`src/rtl/serial_adder.sv`:
```
// Bit-serial adder: computes A + B + CIN one bit per clock, LSB first, using a single carry flop.
// Operands enter and results leave through valid/ready handshakes.
module serial_adder #(
    parameter int unsigned WIDTH = 8
) (
    input  logic             CLK,
    input  logic             RST,
    input  logic             IN_VALID,
    output logic             IN_READY,
    input  logic [WIDTH-1:0] A,
    input  logic [WIDTH-1:0] B,
    input  logic             CIN,
    output logic             OUT_VALID,
    input  logic             OUT_READY,
    output logic [WIDTH-1:0] SUM,
    output logic             CARRY,
    output logic             BUSY
);

    localparam int unsigned CW = (WIDTH > 2) ? $clog2(WIDTH) : 1;
    localparam logic [CW-1:0] LAST_BIT = CW'(WIDTH - 1);

    typedef enum logic [1:0] {
        IDLE = 2'd0,
        RUN  = 2'd1,
        DONE = 2'd2
    } state_t;

    state_t           state_q;
    logic [WIDTH-1:0] sa_q;
    logic [WIDTH-1:0] sb_q;
    logic             c_q;
    logic [CW-1:0]    cnt_q;
    logic [WIDTH-1:0] sum_q;
    logic             carry_q;
    logic             out_valid_q;
    logic             busy_q;

    // Full adder built from two half-adder cells and an OR.
    logic ha1_s, ha1_c, ha2_s, ha2_c, bit_c;
    assign ha1_s = sa_q[0] ^ sb_q[0];
    assign ha1_c = sa_q[0] & sb_q[0];
    assign ha2_s = ha1_s ^ c_q;
    assign ha2_c = ha1_s & c_q;
    assign bit_c = ha1_c | ha2_c;

    // Result bits shift into the top of SA as its operand bits drain out of the bottom,
    // so SA doubles as the result shift register.
    logic [WIDTH-1:0] sr_d;
    assign sr_d = {ha2_s, sa_q[WIDTH-1:1]};

    always_ff @(posedge CLK or posedge RST) begin
        if (RST) begin
            state_q     <= IDLE;
            sa_q        <= '0;
            sb_q        <= '0;
            c_q         <= 1'b0;
            cnt_q       <= '0;
            sum_q       <= '0;
            carry_q     <= 1'b0;
            out_valid_q <= 1'b0;
            busy_q      <= 1'b0;
        end else begin
            case (state_q)
                IDLE: begin
                    if (IN_VALID) begin
                        sa_q    <= A;
                        sb_q    <= B;
                        c_q     <= CIN;
                        cnt_q   <= '0;
                        busy_q  <= 1'b1;
                        state_q <= RUN;
                    end
                end
                RUN: begin
                    sa_q  <= sr_d;
                    sb_q  <= {1'b0, sb_q[WIDTH-1:1]};
                    c_q   <= bit_c;
                    cnt_q <= cnt_q + CW'(1);
                    if (cnt_q == LAST_BIT) begin
                        cnt_q       <= '0;
                        sum_q       <= sr_d;
                        carry_q     <= bit_c;
                        busy_q      <= 1'b0;
                        out_valid_q <= 1'b1;
                        state_q     <= DONE;
                    end
                end
                DONE: begin
                    if (OUT_READY) begin
                        out_valid_q <= 1'b0;
                        state_q     <= IDLE;
                    end
                end
                default: state_q <= IDLE;
            endcase
        end
    end

    assign IN_READY  = (state_q == IDLE) & ~RST;
    assign OUT_VALID = out_valid_q;
    assign SUM       = sum_q;
    assign CARRY     = carry_q;
    assign BUSY      = busy_q;

endmodule

```
`config.mk`:
```
export PLATFORM = sky130hd
export DESIGN_NAME = serial_adder
export DESIGN_NICKNAME = d
export VERILOG_FILES = /design/src/rtl/serial_adder.sv
export SDC_FILE = /design/constraint.sdc
export NUM_CORES = 1
export LEC_CHECK = 0
export ABC_AREA = 0
export CORE_ASPECT_RATIO = 0.5
export CORE_MARGIN = 2
export CORE_UTILIZATION = 39
export DETAILED_ROUTE_END_ITERATION = 6
export GPL_ROUTABILITY_DRIVEN = 1
export PLACE_DENSITY = 0.62
export SYNTH_ARGS = -nofsm -noshare
export SYNTH_HDL_FRONTEND = slang
export SYNTH_SLANG_ARGS = --single-unit
```
`constraint.sdc`:
```
create_clock -name CLK -period 2.5 [get_ports CLK]
set_clock_uncertainty 0.1 [all_clocks]
set_input_delay 0.75 -clock CLK [delete_from_list [all_inputs] [get_ports CLK]]
set_output_delay 0.75 -clock CLK [all_outputs]
set_load 0.01 [all_outputs]
```
# Word level (Yosys, flattened, before mapping)
# Cells that the tools add are included.
[totals] in_bits=21 output_inout_bits=12 elab_cells=50 register_bits=33
[op_classes] reduce_logical=8 n_eq_ne=6 bitwise=7 mux=19 addsub=1
[op_table] operator="$pmux W8 S2" count=2
[op_table] operator="$mux W8" count=2
[op_table] operator="$reduce_and A3 Y1" count=3
[op_table] operator="$mux W2" count=3
[op_table] operator="$mux W3" count=2
[op_table] operator="$ne A2 B2 Y1 const B" count=3
[op_table] operator="$pmux W1 S2" count=3
[op_table] operator="$pmux W2 S3" count=1
[op_table] operator="$pmux W3 S2" count=1
[op_table] operator="$mux W1" count=5
[op_table] operator="$reduce_and A2 Y1" count=2
[op_table] operator="$reduce_bool A2 Y1" count=2
[op_table] operator="$add A3 B1 Y3 const B" count=1
[op_table] operator="$and A1 B1 Y1" count=3
[op_table] operator="$eq A3 B3 Y1 const B" count=1
[op_table] operator="$eq A2 B1 Y1 const B" count=1
[op_table] operator="$eq A2 B2 Y1 const B" count=1
[op_table] operator="$logic_not A2 Y1" count=1
[op_table] operator="$xor A1 B1 Y1" count=2
[op_table] operator="$not A1 Y1" count=1
[op_table] operator="$or A1 B1 Y1" count=1

# Logic depth before layout (Yosys ltp)
# Gate-level depths: netlist of run 1.
[depth] ltp_word=4 ltp_mapped=6 mapped_depth_nobuf=5

# Worst setup path before layout of run 1
# Ideal clock, no wire load.
[synth_path] path_kind="input to output" start="input port RST" end="output port IN_READY" path_slack_ns=0.641 path_buffers=0 t_arrival_ns=1.009 t_required_ns=1.650 cell_stages=1 cell_sequence="nor3_1"
[synth_via] elab_chain_cells=2
[synth_lines] item="start: declaration" line_no="7" rtl="input logic RST,"
[synth_lines] item="$not A1 Y1" line_no="100" rtl="assign IN_READY = (state_q == IDLE) & ~RST;"
[synth_lines] item="$and A1 B1 Y1" line_no="100"
[synth_lines] item="end: declaration" line_no="9" rtl="output logic IN_READY,"
# No other way between the ends.

# Worst setup path in the final report of run 1
# Ends and elaborated chain as after synthesis.

==> summary.md, run 1 <==
| Metric | Value |
|---|---|
| GRT Residual Overflow | `0` |
| Synth Area in Compound Gates | `0.248` |
| # rows | `16` |
| Top Ports | `33` |
| CP Max Fanout | `2` |
| Post-synthesis sequential area ratio | `0.534` |
| Worst path max stage delay | `440 ps` |
| Max Fclk | `407 MHz` |
| Area of the multi-input gates | `approximately 620 µm²` |
| Register area | `between 800 and 900 µm²` |
| Pleak | `approximately 0.85 nW` |
| Syn Area/Cell | `10.3 µm²` |
| FF-to-FF setup slack | `around 800 ps` |
| Area contributors post-synth | `dfrtp_1, o22ai_1, a21oi_1, o21ai_1, o22a_1` |
| Remaining routing DRC violations | `0` |
| Root buffer cell | `clkbuf_8` |
| Routed wire length | `~3.6 mm` |
| Die height | `slightly below 50 µm` |
| CP arrival | `about 1600 ps` |
| DRT iter0 DRCs | `45` |
| DRT Pass-1 Iters | `4` |
| M1 WL | `between 1.5 and 2 mm` |
| Crit path launch type | `primary input` |
| Wire length on met2 | `1.52 mm` |
| Deepest clock path buffer count | `2` |
| Antenna violations before repair | `0` |
| PortBufs | `32` |
| Unique masters post-synth | `30` |
| Synth top area share | `0.534` |
| CTS Buf Count | `5` |
| Minimum clock period after layout | `approximately 2500 ps` |
| Final setup margin | `~43 ps` |
| Final nets | `roughly 210` |
| Routed WL per cell | `approximately 15 µm` |
| First-pass GRT wire length | `6.04 mm` |
| Finished Cell Area | `between 2000 and 2500 µm²` |
| H-tree Lvls | `2` |
| Layout cells sized above 1 | `0.0924` |
| RSZ-0062 raised after global routing | `false` |
| GRT Util Overall | `0.178` |
| Clk Latency, worst-skew pair | `around 280 ps` |
| Routed wl met3 | `around 160 µm` |
| Worst-case vdd ir drop | `around 0.44 mV` |
| Clock sink count | `33` |
| Post-route clock period utilization | `0.983` |
| WHS | `between 400 and 500 ps` |
| Largest family of logic cells by synthesized area | `compound AO/OA/AOI/OAI gates` |
| Worst min-delay path class | `flop to flop` |
| Worst-path cell chain | `clkdlybuf4s50_1 -> nor3_1 -> dlygate4sd2_1` |
| # diodes | `0` |
| Post-DRT Antenna Nets | `0` |
| Layout area overhead | `29.4%` |
| Xor and xnor area share after synthesis | `0` |
| Setup TNS | `0 ps` |
| Maxcap violations | `0` |
| Hold-fix buffers, CTS | `0` |
| Final Util | `0.521` |
| Mux contribution to synthesized area | `0.0194` |
| Resized cells post-CTS | `1` |
| Vias in the first global route | `around 1,200` |
| FF+latch count, synth | `33` |
| Die W | `93.1 µm` |
| Worst Max-Slew Pin Slew | `approximately 700 ps` |
| CP Class | `primary input to primary output` |
| Synth warnings | `0` |
| Final Hold Fails | `0` |
| Post-CTS setup buffers | `0` |
| Most frequent cells in the layout | `dfrtp_1, clkdlybuf4s50_1, a21oi_1, o21ai_1, o22ai_1` |
| Cell area power density | `between 1000 and 1500 nW/µm²` |
| Simple-gate share of the synthesized area | `0.0987` |
| Die ar. | `between 4000 and 5000 µm²` |
| Post-Synthesis Cell Area | `roughly 1500 µm²` |
| Worst setup EP type | `primary output` |
| Vias | `1,238` |
| Largest net degree at the start of global routing | `34` |
| Final setup fails | `0` |
| Initial core utilization | `0.402` |
| Mapped Cells | `150` |
| DP Worst Slack | `-244 ps` |
| Most common cell after layout, fill and taps aside | `dfrtp_1` |
| Gp weighted congestion | `approximately 0.7` |
| DR top layer | `met4` |
| Post-Synth Adder-Cell Area | `0.0372` |
| Pins Over Slew Limit | `0` |
| # fillers | `roughly 380` |
| Status | `finished, final reports clean` |
| Slew HR | `0.523` |
| WP data required | `1650 ps` |
| Placed cell areas | `between 1500 and 2000 µm²` |
| Clock transition at the registers of the reported paths | `roughly 70 ps` |
| Dpl hpwl | `roughly 2.4 mm` |
| Syn Nets | `approximately 180` |
| CP max-delay cell | `clkdlybuf4s50_1` |
| CTS tree | `done` |
| Area leader, netlist | `dfrtp_1` |
| Vias per cell | `~5.2` |
| Core area | `around 3800 µm²` |
## worst max-delay path, delay by kind of cell
family | cells | cell delay, ps
buffers and inverters | 2 | 730
AND/OR/NAND/NOR | 1 | 130
## cell usage after synthesis
master / n
o22a_1: 6
buf_4: 1
o31ai_1: 1
buf_2: 5
a221oi_1: 1
ha_1: 3
fa_1: 1
a22o_1: 2
nor3_1: 2
o22ai_1: 17
o21ai_0: 1
o21ai_1: 17
nor2_1: 5
nor2b_1: 1
o32ai_1: 1
nand2_1: 5
inv_2: 2
nand2_4: 1
nand2b_1: 3
buf_6: 1
dfrtp_1: 33
nor3b_1: 6
and2b_2: 1
a21oi_1: 17
a21o_1: 1
mux2_4: 2
clkbuf_1: 3
inv_1: 9
or2_1: 1
nor4b_1: 1
## cell families after synthesis
family	after synthesis
AOI/OAI and AO/OA	64
DFF	33
and+or+nand+nor	26
buffers and inverters	21
adders and majority gates	4
muxes	2
## metal layers
| metal | track usage | up-vias |
|---|---|---|
| li1 | - | 612 |
| met1 | 0.253 | 598 |
| met2 | 0.257 | 22 |
| met3 | 0.0545 | 6 |
| met4 | 0.0662 | 0 |
| met5 | 0 | - |
## cell type report
type,count,share of cell area
multi-input combinational,96,0.312
inverter,11,0.0206
timing repair buffer,37,0.178
clock buffer,7,0.0431
sequential,33,0.413
tap,54,0.0338
## flip-flops by register name, indices dropped and copies added, names as in the netlist
| register | flops |
|---|---|
| SUM | 8 |
| BUSY | 1 |
| c_q | 1 |
| sb_q | 8 |
| cnt_q | 3 |
| state_q | 2 |
| sa_q | 8 |
| CARRY | 1 |
| OUT_VALID | 1 |
## worst paths after layout
check                                             from             endpoint  cells past startpoint
worst max-delay path                               RST             IN_READY                      3
worst min-delay path                SUM[1]$_DFFE_PP0P_   SUM[1]$_DFFE_PP0P_                      2
worst max register to register  state_q[0]$_DFFE_PP0P_  sb_q[3]$_DFFE_PP0P_                      4
worst min register to register      SUM[1]$_DFFE_PP0P_   SUM[1]$_DFFE_PP0P_                      2
max in group asynchronous                          RST  sb_q[4]$_DFFE_PP0P_                      3
min in group asynchronous                          RST   SUM[4]$_DFFE_PP0P_                      3
## where the power goes
| part | total (W) | leakage, nW | internal, W | switching, W |
|---|---|---|---|---|
| clock network | 0.000410 | 0.0443 | 0.000218 | 0.000192 |
| registers | 0.000932 | 0.386 | 0.000776 | 0.000156 |
| logic | 0.00101 | 0.417 | 0.000494 | 0.000513 |
| total | 0.00235 | 0.847 | 0.00149 | 0.000860 |
## per-stage QoR
step           total power [W]  instances
6_report               0.00235        238
5_1_grt                0.00253        238
4_1_cts                0.00237        238
3_5_place_dp           0.00195        231
3_3_place_gp           0.00192        231
2_1_floorplan          0.00159        150
No activity file was read; power rests on OpenSTA's default activity.
==> run 2, diff against run 1 <==
ABC_AREA = 1   (was 0)
==> summary.md, run 2 <==
| Metric | Value |
|---|---|
| Synth warnings | `0` |
| Layout cells sized above 1 | `0.0840` |
| Root buffer cell | `clkbuf_8` |
| WP data required | `about 1700 ps` |
| Vias | `1,312` |
| Worst min-delay path class | `flop to flop` |
| CP arrival | `roughly 1500 ps` |
| Mapped Cells | `~200` |
| Gp weighted congestion | `0.746` |
| Final Hold Fails | `0` |
| Most common cell after layout, fill and taps aside | `nand2_1` |
| Largest net degree at the start of global routing | `34` |
| Status | `finished, final reports clean` |
| Clock sink count | `33` |
| DRT Pass-1 Iters | `5` |
| Post-synth EDFFs | `0` |
| Area leader, netlist | `dfrtp_1` |
| Unique masters post-synth | `19` |
| Initial core utilization | `0.408` |
| Post-route clock period utilization | `0.956` |
| Pleak | `roughly 1.1 nW` |
| Share of async-settable or async-resettable flops after synthesis | `1.00` |
| CTS Buf Count | `5` |
| Synth top area share | `0.516` |
| FF-to-FF setup slack | `a little under 1000 ps` |
| Deepest clock path buffer count | `2` |
| CP Max Fanout | `2` |
| Clock transition at the registers of the reported paths | `~70 ps` |
| Worst path max stage delay | `roughly 470 ps` |
| Die ar. | `approximately 4700 µm²` |
| Minimum clock period after layout | `between 2000 and 2500 ps` |
| Max Fclk | `around 420 MHz` |
| CP Class | `primary input to primary output` |
| Post-Synthesis Cell Area | `between 1500 and 2000 µm²` |
| # rows | `16` |
| Dpl hpwl | `2.25 mm` |
| DRT iter0 DRCs | `39` |
| Slew HR | `0.726` |
| Synth cell count leaders | `nand2_1, dfrtp_1, nand3_1` |
| Die height | `49.3 µm` |
| Die W | `between 90 and 100 µm` |
| Crit path launch type | `primary input` |
| Cell area power density | `1150 nW/µm²` |
| PortBufs | `32` |
| RSZ-0062 raised after global routing | `false` |
| WHS | `~380 ps` |
| Pins Over Slew Limit | `0` |
| Remaining routing DRC violations | `0` |
| # diodes | `0` |
| Worst Max-Slew Pin Slew | `roughly 400 ps` |
| Layout area overhead | `28.0%` |
| Worst setup EP type | `primary output` |
| CTS tree | `done` |
| Core area | `a little under 4000 µm²` |
| Most frequent cells in the layout | `nand2_1, dfrtp_1, clkdlybuf4s50_1, nand3_1, clkbuf_8` |
| Clk Latency, worst-skew pair | `~280 ps` |
| H-tree Lvls | `2` |
| Post-DRT Antenna Nets | `0` |
| Worst-path cell chain | `clkdlybuf4s50_1 -> nor2_1 -> dlygate4sd2_1` |
| Count leader, synth | `nand2_1` |
| Routed WL per cell | `roughly 11 µm` |
| Total power | `between 0.002 and 0.0025 W` |
| Final setup fails | `0` |
| CP max-delay cell | `clkdlybuf4s50_1` |
| Syn Area/Cell | `7.93 µm²` |
| Routed wire length | `roughly 3.3 mm` |
| GRT Residual Overflow | `0` |
| Top Ports | `33` |
| Final nets | `between 200 and 300` |
| Final Util | `0.522` |
| Syn Nets | `about 230` |
| FF+latch count, synth | `33` |
| Worst-case vdd ir drop | `approximately 0.44 mV` |
| Area contributors post-synth | `dfrtp_1, nand2_1, nand3_1, ha_1, buf_4` |
| Vias per cell | `4.49` |
| First-pass GRT wire length | `a little under 6 mm` |
| Main flop type after synthesis | `dfrtp_1` |
| GRT Util Overall | `0.168` |
| Hold-fix buffers, CTS | `0` |
| Post-synthesis sequential area ratio | `0.516` |
| Maxcap violations | `0` |
| Antenna violations before repair | `0` |
| Vias in the first global route | `1,256` |
run 2: cell types whose count changed after synthesis, moves of 16 or more:
cell	delta
nand3_1	+17
o22ai_1	-16
a21oi_1	-17
nand2_1	+117
o21ai_1	-17
run 2: report_power, final:
part | switching [W] | total, W | internal, W
Sequential | 0.000154 | 0.000921 | 0.000767
Combinational | 0.000563 | 0.000996 | 0.000433
Clock | 0.000192 | 0.000441 | 0.000249
Total | 0.000909 | 0.00236 | 0.00145
run 2: critical path: cells and delay by family:
kind / cells / cell delay [ps]
buffers and inverters: 2 / 740
and+or+nand+nor: 1 / 40
run 2: cell type report:
type / instances / area, µm²
clock buffer: 7 / 96.3
clock inverter: 1 / 5.00
fill: 403 / 1870
inverter: 7 / 28.8
multi-input combinational: 154 / 677
sequential: 33 / 826
tap: 54 / 67.6
timing repair buffer: 36 / 349
run 2: final timing paths:
kind / startpoint / end / cells after the start
worst max-delay path: RST / IN_READY / 3
worst min-delay path: sb_q[3]$_DFFE_PP0P_ / sb_q[3]$_DFFE_PP0P_ / 2
worst max register to register: state_q[0]$_DFFE_PP0P_ / sa_q[0]$_DFFE_PP0P_ / 5
worst min register to register: sb_q[3]$_DFFE_PP0P_ / sb_q[3]$_DFFE_PP0P_ / 2
max in group asynchronous: RST / SUM[2]$_DFFE_PP0P_ / 3
min in group asynchronous: RST / sa_q[2]$_DFFE_PP0P_ / 3
run 2: metal layers:
metal / vias to the layer above / GRT usage / share of wire
met5: - / 0 / 0
met4: 0 / 0.0580 / 0.0039
met3: 2 / 0.0510 / 0.038
met2: 26 / 0.232 / 0.41
met1: 592 / 0.248 / 0.55
li1: 692 / - / -
run 2: cell families after synthesis:
family / share of synthesized area
flops: 0.516
compound gates: 0.0203
simple gates: 0.366
fa+ha+maj: 0.0359
buf+inv: 0.0617
run 2: through the flow:
step / instance area (µm²) / setup WS [ps] / setup TNS (ps) / cells
4_1_cts: 2050 / 107 / 0 / 292
3_3_place_gp: 1950 / -151 / -151 / 284
3_5_place_dp: 1950 / -158 / -158 / 284
5_1_grt: 2050 / 65.8 / 0 / 292
6_report: 2050 / 109 / 0 / 292
2_1_floorplan: 1600 / 731 / 0 / 202
run 2: what timing repair did:
action / CTS / global route
setup buffers: 0 / 0
hold endpoints to repair: 0 / 0
setup endpoints to repair: 1 / 0
resized for setup: 1 / 0
